[src/rtl/player_mover_pkg.sv]
// Shared cell/direction codes and state encodings for the arena player-move engine.
package player_mover_pkg;

  typedef enum logic [2:0] {
    CELL_TILE   = 3'd0,
    CELL_PLAYER = 3'd1,
    CELL_WALL   = 3'd2,
    CELL_BLOCK  = 3'd3,
    CELL_BOMB   = 3'd4
  } cell_t;

  localparam logic [2:0] DIR_IDLE  = 3'd0;
  localparam logic [2:0] DIR_UP    = 3'd1;
  localparam logic [2:0] DIR_RIGHT = 3'd2;
  localparam logic [2:0] DIR_DOWN  = 3'd3;
  localparam logic [2:0] DIR_LEFT  = 3'd4;
  localparam logic [2:0] DIR_PLANT = 3'd5;

  typedef enum logic [3:0] {
    S_IDLE,
    S_RD_ADDR,
    S_RD_WAIT,
    S_RD_CAP,
    S_DECIDE,
    S_WR_OLD,
    S_PLOT_OLD,
    S_MOVE,
    S_WR_NEW,
    S_PLOT_NEW
  } state_t;

  // Scan order of the neighbour cells.
  typedef enum logic [1:0] {
    NB_LEFT,
    NB_RIGHT,
    NB_UP,
    NB_DOWN
  } nb_t;

endpackage

[src/rtl/player_mover_if.sv]
// Plot request channel towards the VGA plotter (valid/ready).
interface player_mover_if #(
  parameter int unsigned CW = 4
);
  logic          plot;
  logic          plot_ready;
  logic [CW-1:0] plot_x;
  logic [CW-1:0] plot_y;
  logic [2:0]    plot_val;

  modport master (output plot, plot_x, plot_y, plot_val, input plot_ready);
  modport slave  (input plot, plot_x, plot_y, plot_val, output plot_ready);
endinterface

[src/rtl/player_mover_ram_read_timer.sv]
// Counts out the extra wait cycles of a RAM read after the address cycle.
module ram_read_timer #(
  parameter int unsigned LAT = 2
) (
  input  logic clk,
  input  logic resetn,
  input  logic load,
  output logic done
);
  localparam int unsigned W = (LAT > 1) ? $clog2(LAT) : 1;

  logic [W-1:0] cnt;

  always_ff @(posedge clk) begin
    if (!resetn) begin
      cnt <= '0;
    end else if (load) begin
      cnt <= W'(LAT - 1);
    end else if (cnt != '0) begin
      cnt <= cnt - W'(1);
    end
  end

  // done marks the final wait cycle, so capture follows immediately after.
  assign done = (cnt <= W'(1));

endmodule

[src/rtl/player_mover.sv]
// Player-move engine: scans the four neighbours from arena RAM, moves/plants, and redraws.
module player_mover
  import player_mover_pkg::*;
#(
  parameter int unsigned CW      = 4,
  parameter int unsigned MAX_X   = 11,
  parameter int unsigned MAX_Y   = 9,
  parameter int unsigned RAM_LAT = 2,
  parameter int unsigned SPAWN_X = 1,
  parameter int unsigned SPAWN_Y = 1
) (
  input  logic                  clk,
  input  logic                  resetn,
  input  logic                  ld,
  input  logic [2:0]            dir,
  input  logic [2:0]            ram_rdata,
  output logic [CW-1:0]         ram_x,
  output logic [CW-1:0]         ram_y,
  output logic                  ram_wren,
  output logic [2:0]            ram_wdata,
  output logic [2:0]            up_r,
  output logic [2:0]            right_r,
  output logic [2:0]            down_r,
  output logic [2:0]            left_r,
  player_mover_if.master        plot_bus,
  output logic [CW-1:0]         p_x,
  output logic [CW-1:0]         p_y,
  output logic                  busy
);

  localparam logic [CW:0] MAX_XV = (CW+1)'(MAX_X);
  localparam logic [CW:0] MAX_YV = (CW+1)'(MAX_Y);

  state_t        state, nstate;
  nb_t           nb;
  logic [2:0]    dir_q;
  logic          bomb_under;
  logic [2:0]    old_code;
  logic [CW-1:0] addr_x_q, addr_y_q;
  logic [CW-1:0] nb_x, nb_y;
  logic          nb_in;
  logic [CW:0]   xp1, yp1;
  logic          legal;
  logic          tmr_load, tmr_done;
  logic          cap_en;
  logic [2:0]    cap_val;

  ram_read_timer #(.LAT(RAM_LAT)) u_timer (
    .clk    (clk),
    .resetn (resetn),
    .load   (tmr_load),
    .done   (tmr_done)
  );

  assign xp1 = {1'b0, p_x} + (CW+1)'(1);
  assign yp1 = {1'b0, p_y} + (CW+1)'(1);

  always_comb begin
    nb_x  = p_x;
    nb_y  = p_y;
    nb_in = 1'b0;
    case (nb)
      NB_LEFT:  begin nb_x = p_x - CW'(1);     nb_in = (p_x != '0);      end
      NB_RIGHT: begin nb_x = xp1[CW-1:0];      nb_in = (xp1 <= MAX_XV);  end
      NB_UP:    begin nb_y = yp1[CW-1:0];      nb_in = (yp1 <= MAX_YV);  end
      default:  begin nb_y = p_y - CW'(1);     nb_in = (p_y != '0);      end
    endcase
  end

  always_comb begin
    case (dir_q)
      DIR_UP:    legal = (up_r    == CELL_TILE);
      DIR_RIGHT: legal = (right_r == CELL_TILE);
      DIR_DOWN:  legal = (down_r  == CELL_TILE);
      DIR_LEFT:  legal = (left_r  == CELL_TILE);
      default:   legal = 1'b0;
    endcase
  end

  always_ff @(posedge clk) begin
    if (!resetn) state <= S_IDLE;
    else         state <= nstate;
  end

  // RAM address is combinational while driven so a read issued in RD_ADDR sees
  // exactly RAM_LAT cycles to RD_CAP; otherwise it holds the last driven value.
  always_comb begin
    nstate            = state;
    busy              = (state != S_IDLE);
    ram_x             = addr_x_q;
    ram_y             = addr_y_q;
    ram_wren          = 1'b0;
    ram_wdata         = '0;
    plot_bus.plot     = 1'b0;
    plot_bus.plot_x   = '0;
    plot_bus.plot_y   = '0;
    plot_bus.plot_val = '0;
    tmr_load          = 1'b0;
    cap_en            = 1'b0;
    cap_val           = ram_rdata;
    case (state)
      S_IDLE: if (ld) nstate = S_RD_ADDR;
      S_RD_ADDR: begin
        if (nb_in) begin
          ram_x    = nb_x;
          ram_y    = nb_y;
          tmr_load = 1'b1;
          nstate   = (RAM_LAT == 1) ? S_RD_CAP : S_RD_WAIT;
        end else begin
          cap_en  = 1'b1;
          cap_val = CELL_WALL;
          nstate  = (nb == NB_DOWN) ? S_DECIDE : S_RD_ADDR;
        end
      end
      S_RD_WAIT: if (tmr_done) nstate = S_RD_CAP;
      S_RD_CAP: begin
        cap_en = 1'b1;
        nstate = (nb == NB_DOWN) ? S_DECIDE : S_RD_ADDR;
      end
      S_DECIDE: nstate = legal ? S_WR_OLD : S_IDLE;
      S_WR_OLD: begin
        ram_wren  = 1'b1;
        ram_x     = p_x;
        ram_y     = p_y;
        ram_wdata = bomb_under ? CELL_BOMB : CELL_TILE;
        nstate    = S_PLOT_OLD;
      end
      S_PLOT_OLD: begin
        plot_bus.plot     = 1'b1;
        plot_bus.plot_x   = p_x;
        plot_bus.plot_y   = p_y;
        plot_bus.plot_val = old_code;
        if (plot_bus.plot_ready) nstate = S_MOVE;
      end
      S_MOVE: nstate = S_WR_NEW;
      S_WR_NEW: begin
        ram_wren  = 1'b1;
        ram_x     = p_x;
        ram_y     = p_y;
        ram_wdata = CELL_PLAYER;
        nstate    = S_PLOT_NEW;
      end
      S_PLOT_NEW: begin
        plot_bus.plot     = 1'b1;
        plot_bus.plot_x   = p_x;
        plot_bus.plot_y   = p_y;
        plot_bus.plot_val = CELL_PLAYER;
        if (plot_bus.plot_ready) nstate = S_IDLE;
      end
      default: nstate = S_IDLE;
    endcase
  end

  always_ff @(posedge clk) begin
    if (!resetn) begin
      nb         <= NB_LEFT;
      dir_q      <= '0;
      p_x        <= CW'(SPAWN_X);
      p_y        <= CW'(SPAWN_Y);
      up_r       <= '0;
      right_r    <= '0;
      down_r     <= '0;
      left_r     <= '0;
      bomb_under <= 1'b0;
      old_code   <= '0;
      addr_x_q   <= '0;
      addr_y_q   <= '0;
    end else begin
      addr_x_q <= ram_x;
      addr_y_q <= ram_y;
      if (state == S_IDLE && ld) begin
        dir_q <= dir;
        nb    <= NB_LEFT;
      end
      if (cap_en) begin
        case (nb)
          NB_LEFT:  left_r  <= cap_val;
          NB_RIGHT: right_r <= cap_val;
          NB_UP:    up_r    <= cap_val;
          default:  down_r  <= cap_val;
        endcase
        nb <= nb_t'(nb + 2'd1);
      end
      if (state == S_DECIDE && dir_q == DIR_PLANT) bomb_under <= 1'b1;
      if (state == S_WR_OLD) begin
        old_code   <= ram_wdata;
        bomb_under <= 1'b0;
      end
      if (state == S_MOVE) begin
        case (dir_q)
          DIR_UP:    p_y <= p_y + CW'(1);
          DIR_RIGHT: p_x <= p_x + CW'(1);
          DIR_DOWN:  p_y <= p_y - CW'(1);
          DIR_LEFT:  p_x <= p_x - CW'(1);
          default:   ;
        endcase
      end
    end
  end

endmodule

[src/flat_wrapper.sv]
// flat-port wrapper written by rule: the top's interface ports become plain ports
module player_mover_flat import player_mover_pkg::*;
#(
  parameter int unsigned CW      = 4,
  parameter int unsigned MAX_X   = 11,
  parameter int unsigned MAX_Y   = 9,
  parameter int unsigned RAM_LAT = 2,
  parameter int unsigned SPAWN_X = 1,
  parameter int unsigned SPAWN_Y = 1
)
  (clk, resetn, ld, dir, ram_rdata, ram_x, ram_y, ram_wren, ram_wdata, up_r, right_r, down_r, left_r, p_x, p_y, busy, plot_bus_plot, plot_bus_plot_x, plot_bus_plot_y, plot_bus_plot_val, plot_bus_plot_ready);
  player_mover_if #(.CW(CW)) plot_bus_i ();
  input  logic clk;
  input  logic resetn;
  input  logic ld;
  input  logic [2:0] dir;
  input  logic [2:0] ram_rdata;
  output logic [CW-1:0] ram_x;
  output logic [CW-1:0] ram_y;
  output logic ram_wren;
  output logic [2:0] ram_wdata;
  output logic [2:0] up_r;
  output logic [2:0] right_r;
  output logic [2:0] down_r;
  output logic [2:0] left_r;
  output logic [CW-1:0] p_x;
  output logic [CW-1:0] p_y;
  output logic busy;
  output wire logic [$bits(plot_bus_i.plot)-1:0] plot_bus_plot;
  output wire logic [$bits(plot_bus_i.plot_x)-1:0] plot_bus_plot_x;
  output wire logic [$bits(plot_bus_i.plot_y)-1:0] plot_bus_plot_y;
  output wire logic [$bits(plot_bus_i.plot_val)-1:0] plot_bus_plot_val;
  input wire logic [$bits(plot_bus_i.plot_ready)-1:0] plot_bus_plot_ready;
  assign plot_bus_plot = plot_bus_i.plot;
  assign plot_bus_plot_x = plot_bus_i.plot_x;
  assign plot_bus_plot_y = plot_bus_i.plot_y;
  assign plot_bus_plot_val = plot_bus_i.plot_val;
  assign plot_bus_i.plot_ready = plot_bus_plot_ready;
  player_mover #(.CW(CW), .MAX_X(MAX_X), .MAX_Y(MAX_Y), .RAM_LAT(RAM_LAT), .SPAWN_X(SPAWN_X), .SPAWN_Y(SPAWN_Y)) u_core (.clk(clk), .resetn(resetn), .ld(ld), .dir(dir), .ram_rdata(ram_rdata), .ram_x(ram_x), .ram_y(ram_y), .ram_wren(ram_wren), .ram_wdata(ram_wdata), .up_r(up_r), .right_r(right_r), .down_r(down_r), .left_r(left_r), .plot_bus(plot_bus_i), .p_x(p_x), .p_y(p_y), .busy(busy));
endmodule
[config.mk]
export PLATFORM = sky130hd
export DESIGN_NAME = player_mover_flat
export DESIGN_NICKNAME = d
export VERILOG_FILES = /design/src/rtl/player_mover_pkg.sv /design/src/rtl/player_mover_if.sv /design/src/rtl/player_mover_ram_read_timer.sv /design/src/rtl/player_mover.sv /design/src/flat_wrapper.sv
export SDC_FILE = /design/constraint.sdc
export NUM_CORES = 1
export LEC_CHECK = 0
export ABC_CLOCK_PERIOD_IN_PS = 9100
export CAP_MARGIN = 40
export CORE_ASPECT_RATIO = 0.5
export CORE_MARGIN = 10
export CORE_UTILIZATION = 55
export DETAILED_ROUTE_END_ITERATION = 8
export PLACE_DENSITY_LB_ADDON = 0.3
export SYNTH_ARGS = -nofsm -noshare
export SYNTH_HDL_FRONTEND = slang
export SYNTH_SLANG_ARGS = --single-unit
[constraint.sdc]
create_clock -name clk -period 9.1 [get_ports clk]
set_clock_uncertainty 0.15 [all_clocks]
set_input_delay 1.82 -clock clk [delete_from_list [all_inputs] [get_ports clk]]
set_output_delay 1.82 -clock clk [all_outputs]
set_load 0.05 [all_outputs]
# ---- Yosys cells after proc, flatten, opt, wreduce, memory -nomap -nowiden
# Cells that the tools add are included.
dict set report totals {
  latch_bits 0
  output_inout_bits 45
  mem_bits_ro 0
  word_cells 109
  regBits 42
  input_bits 10
  mem_bits_rw 0
  mem_count 0
}
dict set report op_classes {
  n_reduce_logical 26
  eq_ne 21
  add_sub_neg 8
  magnitude_cmp 3
  multipliers 0
  bitwise 2
  n_div 0
  n_shift 0
  mux 35
}
# cell n
set ops {}
lappend ops {{$pmux 4 s2} 6}
lappend ops {{$pmux 4 s10} 1}
lappend ops {{$mux 4} 9}
lappend ops {{$eq 4x3->1 const B} 4}
lappend ops {{$mux 3} 5}
lappend ops {{$logic_not 3->1} 4}
lappend ops {{$pmux 3 s2} 2}
lappend ops {{$reduce_and 2->1} 6}
lappend ops {{$reduce_bool 4->1} 3}
lappend ops {{$add 4x1->5 const B} 2}
lappend ops {{$le 5x4->1 const B} 2}
lappend ops {{$add 4x1->4 const B} 2}
lappend ops {{$eq 4x2->1 const B} 2}
lappend ops {{$eq 4x4->1 const B} 2}
lappend ops {{$reduce_or 2->1} 4}
lappend ops {{$sub 4x1->4 const B} 2}
lappend ops {{$mux 1} 7}
lappend ops {{$eq 3x2->1 const B} 2}
lappend ops {{$eq 3x3->1 const B} 2}
lappend ops {{$ne 2x2->1 const B} 3}
lappend ops {{$reduce_bool 2->1} 3}
lappend ops {{$eq 2x2->1 const B} 2}
lappend ops {{$eq 4x1->1 const B} 1}
lappend ops {{$logic_not 4->1} 1}
lappend ops {{15 further kinds} 18}

# ---- Depth between registers and ports, before layout
dict set report depth {
  depth_word 6
  depth_mapped 9
  ltp_nobuf 8
}

# ---- Cells and area by module
# Synthesis repeated with hierarchy kept, for this count alone.
dict set report hier_totals {
  hier_cells 335
  area_unflattened_um2 2650.0
}
# module cells_each n_inst seq_area_each_um2 area_each_um2
set by_module_without_submodules {}
lappend by_module_without_submodules {player_mover 333 1 800.8 2638.8}
lappend by_module_without_submodules {ram_read_timer 2 1 0.0 11.3}

# ---- Worst setup path after synthesis
# Ideal clock, no wire load.
dict set report synth_path {
  kind {register to output}
  from {reg u_core.p_x[0]}
  to {out ram_y[3]}
  n_path_buf 0
  path_stages_with_launch 9
  t_arrival_ns 3.214
  t_required_ns 7.130
  slack_ns 3.916
  cell_sequence {dfxtp_1 inv_1 ha_1 nor3b_1 o32a_2 o211ai_4 o21bai_4 nand2_1 o21ai_0}
}
dict set report synth_via {
  elab_chain_len 5
  word_cells_on_any_way 6
  classes_between {add/sub: 1; order compare: 1; mux: 3; reduce/logical: 1}
}
# item line_no
set synth_lines {}
lappend synth_lines {{start, declared} player_mover.sv:26} ;# output logic [CW-1:0] p_x,
lappend synth_lines {{start signal, assigned} player_mover.sv:158} ;# p_x <= CW'(SPAWN_X);
lappend synth_lines {{start signal, assigned} player_mover.sv:192} ;# DIR_RIGHT: p_x <= p_x + CW'(1);
lappend synth_lines {{start signal, assigned} player_mover.sv:194} ;# DIR_LEFT: p_x <= p_x - CW'(1);
lappend synth_lines {{$add 4x1->5} player_mover.sv:55} ;# assign xp1 = {1'b0, p_x} + (CW+1)'(1);
lappend synth_lines {{$le 5x4->1} player_mover.sv:64} ;# NB_RIGHT: begin nb_x = xp1[CW-1:0]; nb_in = (xp1 <= MAX_XV); end
lappend synth_lines {{$pmux 1 s3 (*)} player_mover.sv:62} ;# case (nb)
lappend synth_lines {{$mux 4 (*)} player_mover.sv:104} ;# if (nb_in) begin
lappend synth_lines {{$pmux 4 s2 (*)} player_mover.sv:101} ;# case (state)
lappend synth_lines {{end, declared} flat_wrapper.sv:19} ;# output logic [CW-1:0] ram_y;
# Every way passes the cells marked *; elsewhere a longest branch is shown, timed or not.

# ---- Worst setup path after layout
dict set report layout_path {
  from {reg u_core.p_x[0]}
  to {out ram_x[2]}
}
dict set report layout_via {
  elab_chain_len 5
  word_cells_on_any_way 8
  classes_between {add/sub: 2; order compare: 1; mux: 4; reduce/logical: 1}
}
# item line_no
set layout_lines {}
lappend layout_lines {{$add 4x1->5} player_mover.sv:55}
lappend layout_lines {{$le 5x4->1} player_mover.sv:64}
lappend layout_lines {{$pmux 1 s3} player_mover.sv:62}
lappend layout_lines {{$mux 4 (*)} player_mover.sv:104}
lappend layout_lines {{$pmux 4 s2 (*)} player_mover.sv:101}
lappend layout_lines {{end, declared} flat_wrapper.sv:18} ;# output logic [CW-1:0] ram_x;
# Marked as above.

==> results by group <==
Run status
  – Status: finished, final reports clean

Floorplanning
  – Die height: between 60 and 70 um
  – Starting density of the core: 0.590
  – Row cnt: 17
  – Die ar.: ~8300 um2
  – Core Area: ~4600 um2
  – Die W: 119 um
  – Ports: 55

Setup path
  – Crit. End Element: output pin
  – Worst Path Required: 7130 ps
  – Setup CP Type: reg -> out
  – R2r startpoint: u_core.p_x[0]
  – Flop-to-flop setup slack: 6280 ps
  – R2R cell count: 8
  – Crit-path max FO: 9
  – Worst EP arrival: 3680 ps
  – RR Endpoint: u_core.addr_x_q[2]
  – Startpoint Class: register

Global route
  – Largest net degree at the start of global routing: 27
  – Initial antenna violation count: 0
  – Remaining Overflow, GRT: 0
  – First-pass GRT wire length: 12500 um
  – Vias in the first global route: 2470
  – GRT Overall Usage: 0.181

Clock tree
  – Worst-path clk slew: 90 ps
  – Clk_lat worst skew: 300 ps
  – Clk buf depth: 2
  – CTS HTree Levels: 2
  – CTS Sinks: 40
  – Setup bufs post-CTS: 0
  – CTS root buffer: clkbuf_8
  – Post-cts gate resize count: 0
  – CTS tree: built
  – Hold buffers post-CTS: 0
  – TritonCTS Buffers: 5

Timing
  – Fmax: about 180 MHz
  – Final setup fails: 0
  – TNS Setup: 0 ps
  – Post-route clock period utilization: 0.621
  – Least-Margin Pin Slew: 897 ps
  – Final hold vios: 0
  – Relative slew slack: 0.400
  – Setup WS post-layout: 3450 ps
  – Tmin final: around 5600 ps
  – Final Max Tran Viols: 0
  – RSZ-0062 raised after global routing: false

Route
  – Drt drc: 0
  – Final WL: 7800 um
  – Post-route ant nets: 0
  – DR vias: ~2.6k
  – Avg WL per Cell: 18.2 um
  – Pre-antenna DRT Iters: 5
  – DRT iter0 DRCs: around 220
  – DR vias/cell: ~6

Synth
  – Synth Register Bits: 40
  – Asr flop ratio synth: 0
  – Part of the Yosys area used for sequential elements: 0.298
  – Mapped Area: 2690 um2
  – EDFF count, synth: 0
  – Cells after synthesis: 323
  – Number of synthesis warnings: 0
  – Cell variety after synth: 70
  – Most used DFF post-synth: dfxtp_1
  – Avg Cell Area, Syn: 8.32 um2

Placed design
  – Routability Congestion: 0.955
  – Post-place setup slack: 3790 ps
  – Post-DP HPWL: 5710 um
  – Port buffer count: 52

Hold path
  – Hold_sp: u_core.addr_y_q[3]
  – WHS Endpoint: u_core.addr_y_q[3]
  – Hold crit path type: reg -> reg
  – Number of cells on the worst hold path: 2

Final layout
  – Layout cell share with drive strength beyond 1: 0.0854
  – Area delta synth->final: 22.7%
  – Number of inserted diodes: 0
  – Post-layout nets: around 380

Power
  – Leak: 1.26 nW
  – PD cells: 187 nW/um2
  – Maximum vdd ir drop: 0.125 mV

Run
  – Max Cap Violations: 0
[power breakdown]
part / internal (mW) / leakage (nW) / switching, mW
registers: 0.189 / 0.324 / 0.0283
logic: 0.0835 / 0.878 / 0.162
clock network: 0.0827 / 0.0583 / 0.0714
[kinds of logic after synthesis]
kind of cell | Yosys count | synth area share
compound gates | 78 | 0.255
xor+xnor | 8 | 0.0261
fa+ha+maj | 10 | 0.0466
buf+inv | 46 | 0.0791
flops | 40 | 0.298
mux | 11 | 0.0442
other cells | 1 | 0.00140
simple gates | 129 | 0.250
[worst max-delay path by stage]
stage	from	to
after global routing	u_core.p_x[0]	ram_x[2]
after global placement	u_core.p_x[0]	ram_x[2]
final	u_core.p_x[0]	ram_x[2]
after detailed placement	u_core.p_x[0]	ram_x[2]
after floorplan	u_core.p_x[0]	ram_y[3]
after CTS	u_core.p_x[0]	ram_x[2]
[routing by layer]
| metal | GRT usage | routed length (um) | vias to the layer above |
|---|---|---|---|
| li1 | - | - | 1235 |
| met5 | 0 | 0 | - |
| met4 | 0.0626 | 126 | 0 |
| met1 | 0.228 | 3470 | 1229 |
| met2 | 0.289 | 3490 | 138 |
| met3 | 0.0518 | 711 | 15 |
[layout by cell type (no fill, tap or decap), types with 6 or more instances in the layout]
master           synthesis  layout
nand2_1                 30      30
nor2_1                  30      30
dfxtp_1                 40      40
o21ai_0                  9       9
nor3_1                  13      13
nand3_1                  7       7
a21oi_1                  6       6
inv_1                   22      22
nor2b_1                 10      10
clkdlybuf4s50_1          0      52
a32o_1                   9       9
ha_1                    10      10
mux2i_1                  7       7
[flip-flops by register name (all words and copies together), names as in the netlist]
signal	cells
u_core.addr_x_q	4
u_core.addr_y_q	4
u_core.bomb_under	1
u_core.dir_q	3
u_core.down_r	3
u_core.left_r	3
u_core.nb	2
u_core.old_code	2
u_core.p_x	4
u_core.p_y	4
u_core.right_r	3
u_core.state	4
u_core.up_r	3
[per-stage QoR]
step	utilization	cell area [um2]	total power [mW]	std cells	hold slack, ps
2_1_floorplan	-	2690	0.399	324	286
3_3_place_gp	0.697	3170	0.451	419	303
3_5_place_dp	0.698	3180	0.460	420	315
4_1_cts	0.723	3290	0.612	428	330
5_1_grt	0.725	3300	0.647	429	360
6_report	0.725	3300	0.616	429	327
[cells in the mapped netlist, types with 2 or more instances]
cell type	count	share of area
a211oi_1	3	0.0084
a21o_1	3	0.0084
a21oi_1	6	0.011
a221oi_1	5	0.016
a311oi_1	2	0.0065
a31oi_1	4	0.0093
a32o_1	9	0.034
and2_1	3	0.0070
and3_1	5	0.012
and3_2	2	0.0056
buf_2	2	0.0037
buf_4	4	0.011
buf_6	3	0.013
clkbuf_1	14	0.020
dfxtp_1	40	0.30
ha_1	10	0.047
inv_1	22	0.031
mux2_2	3	0.013
mux2i_1	7	0.026
nand2_1	30	0.042
nand2b_1	4	0.0093
nand3_1	7	0.013
nand3b_1	4	0.011
nor2_1	30	0.042
nor2b_1	10	0.023
nor3_1	13	0.024
nor3b_1	2	0.0056
nor4_1	3	0.0070
nor4b_1	2	0.0065
o21a_1	5	0.014
o21ai_0	9	0.017
o22ai_1	3	0.0070
o311ai_0	4	0.013
o311ai_4	2	0.020
o32ai_1	3	0.0098
or2_1	3	0.0070
or3_1	3	0.0070
xnor2_1	5	0.016
xor2_1	3	0.0098
[layout make-up]
class / instances / area [um2]
Fill cell: 372 / 1250
Clock inverter: 3 / 47.5
Inverter: 22 / 82.6
Sequential cell: 40 / 801
Timing Repair Buffer: 55 / 538
Clock buffer: 5 / 68.8
Tap cell: 66 / 82.6
Multi-Input combinational cell: 238 / 1680
[worst max-delay path, cell delays in order (launching register included)]
cell and delay, ps:
dfxtp_1 500, inv_1 180, ha_1 380, nor3b_1 160, o32a_2 400, o211ai_4 150, o21ba_1 440, a32o_1 260
or2_1 110, clkdlybuf4s50_1 800
(Power assumes the default switching activity.)
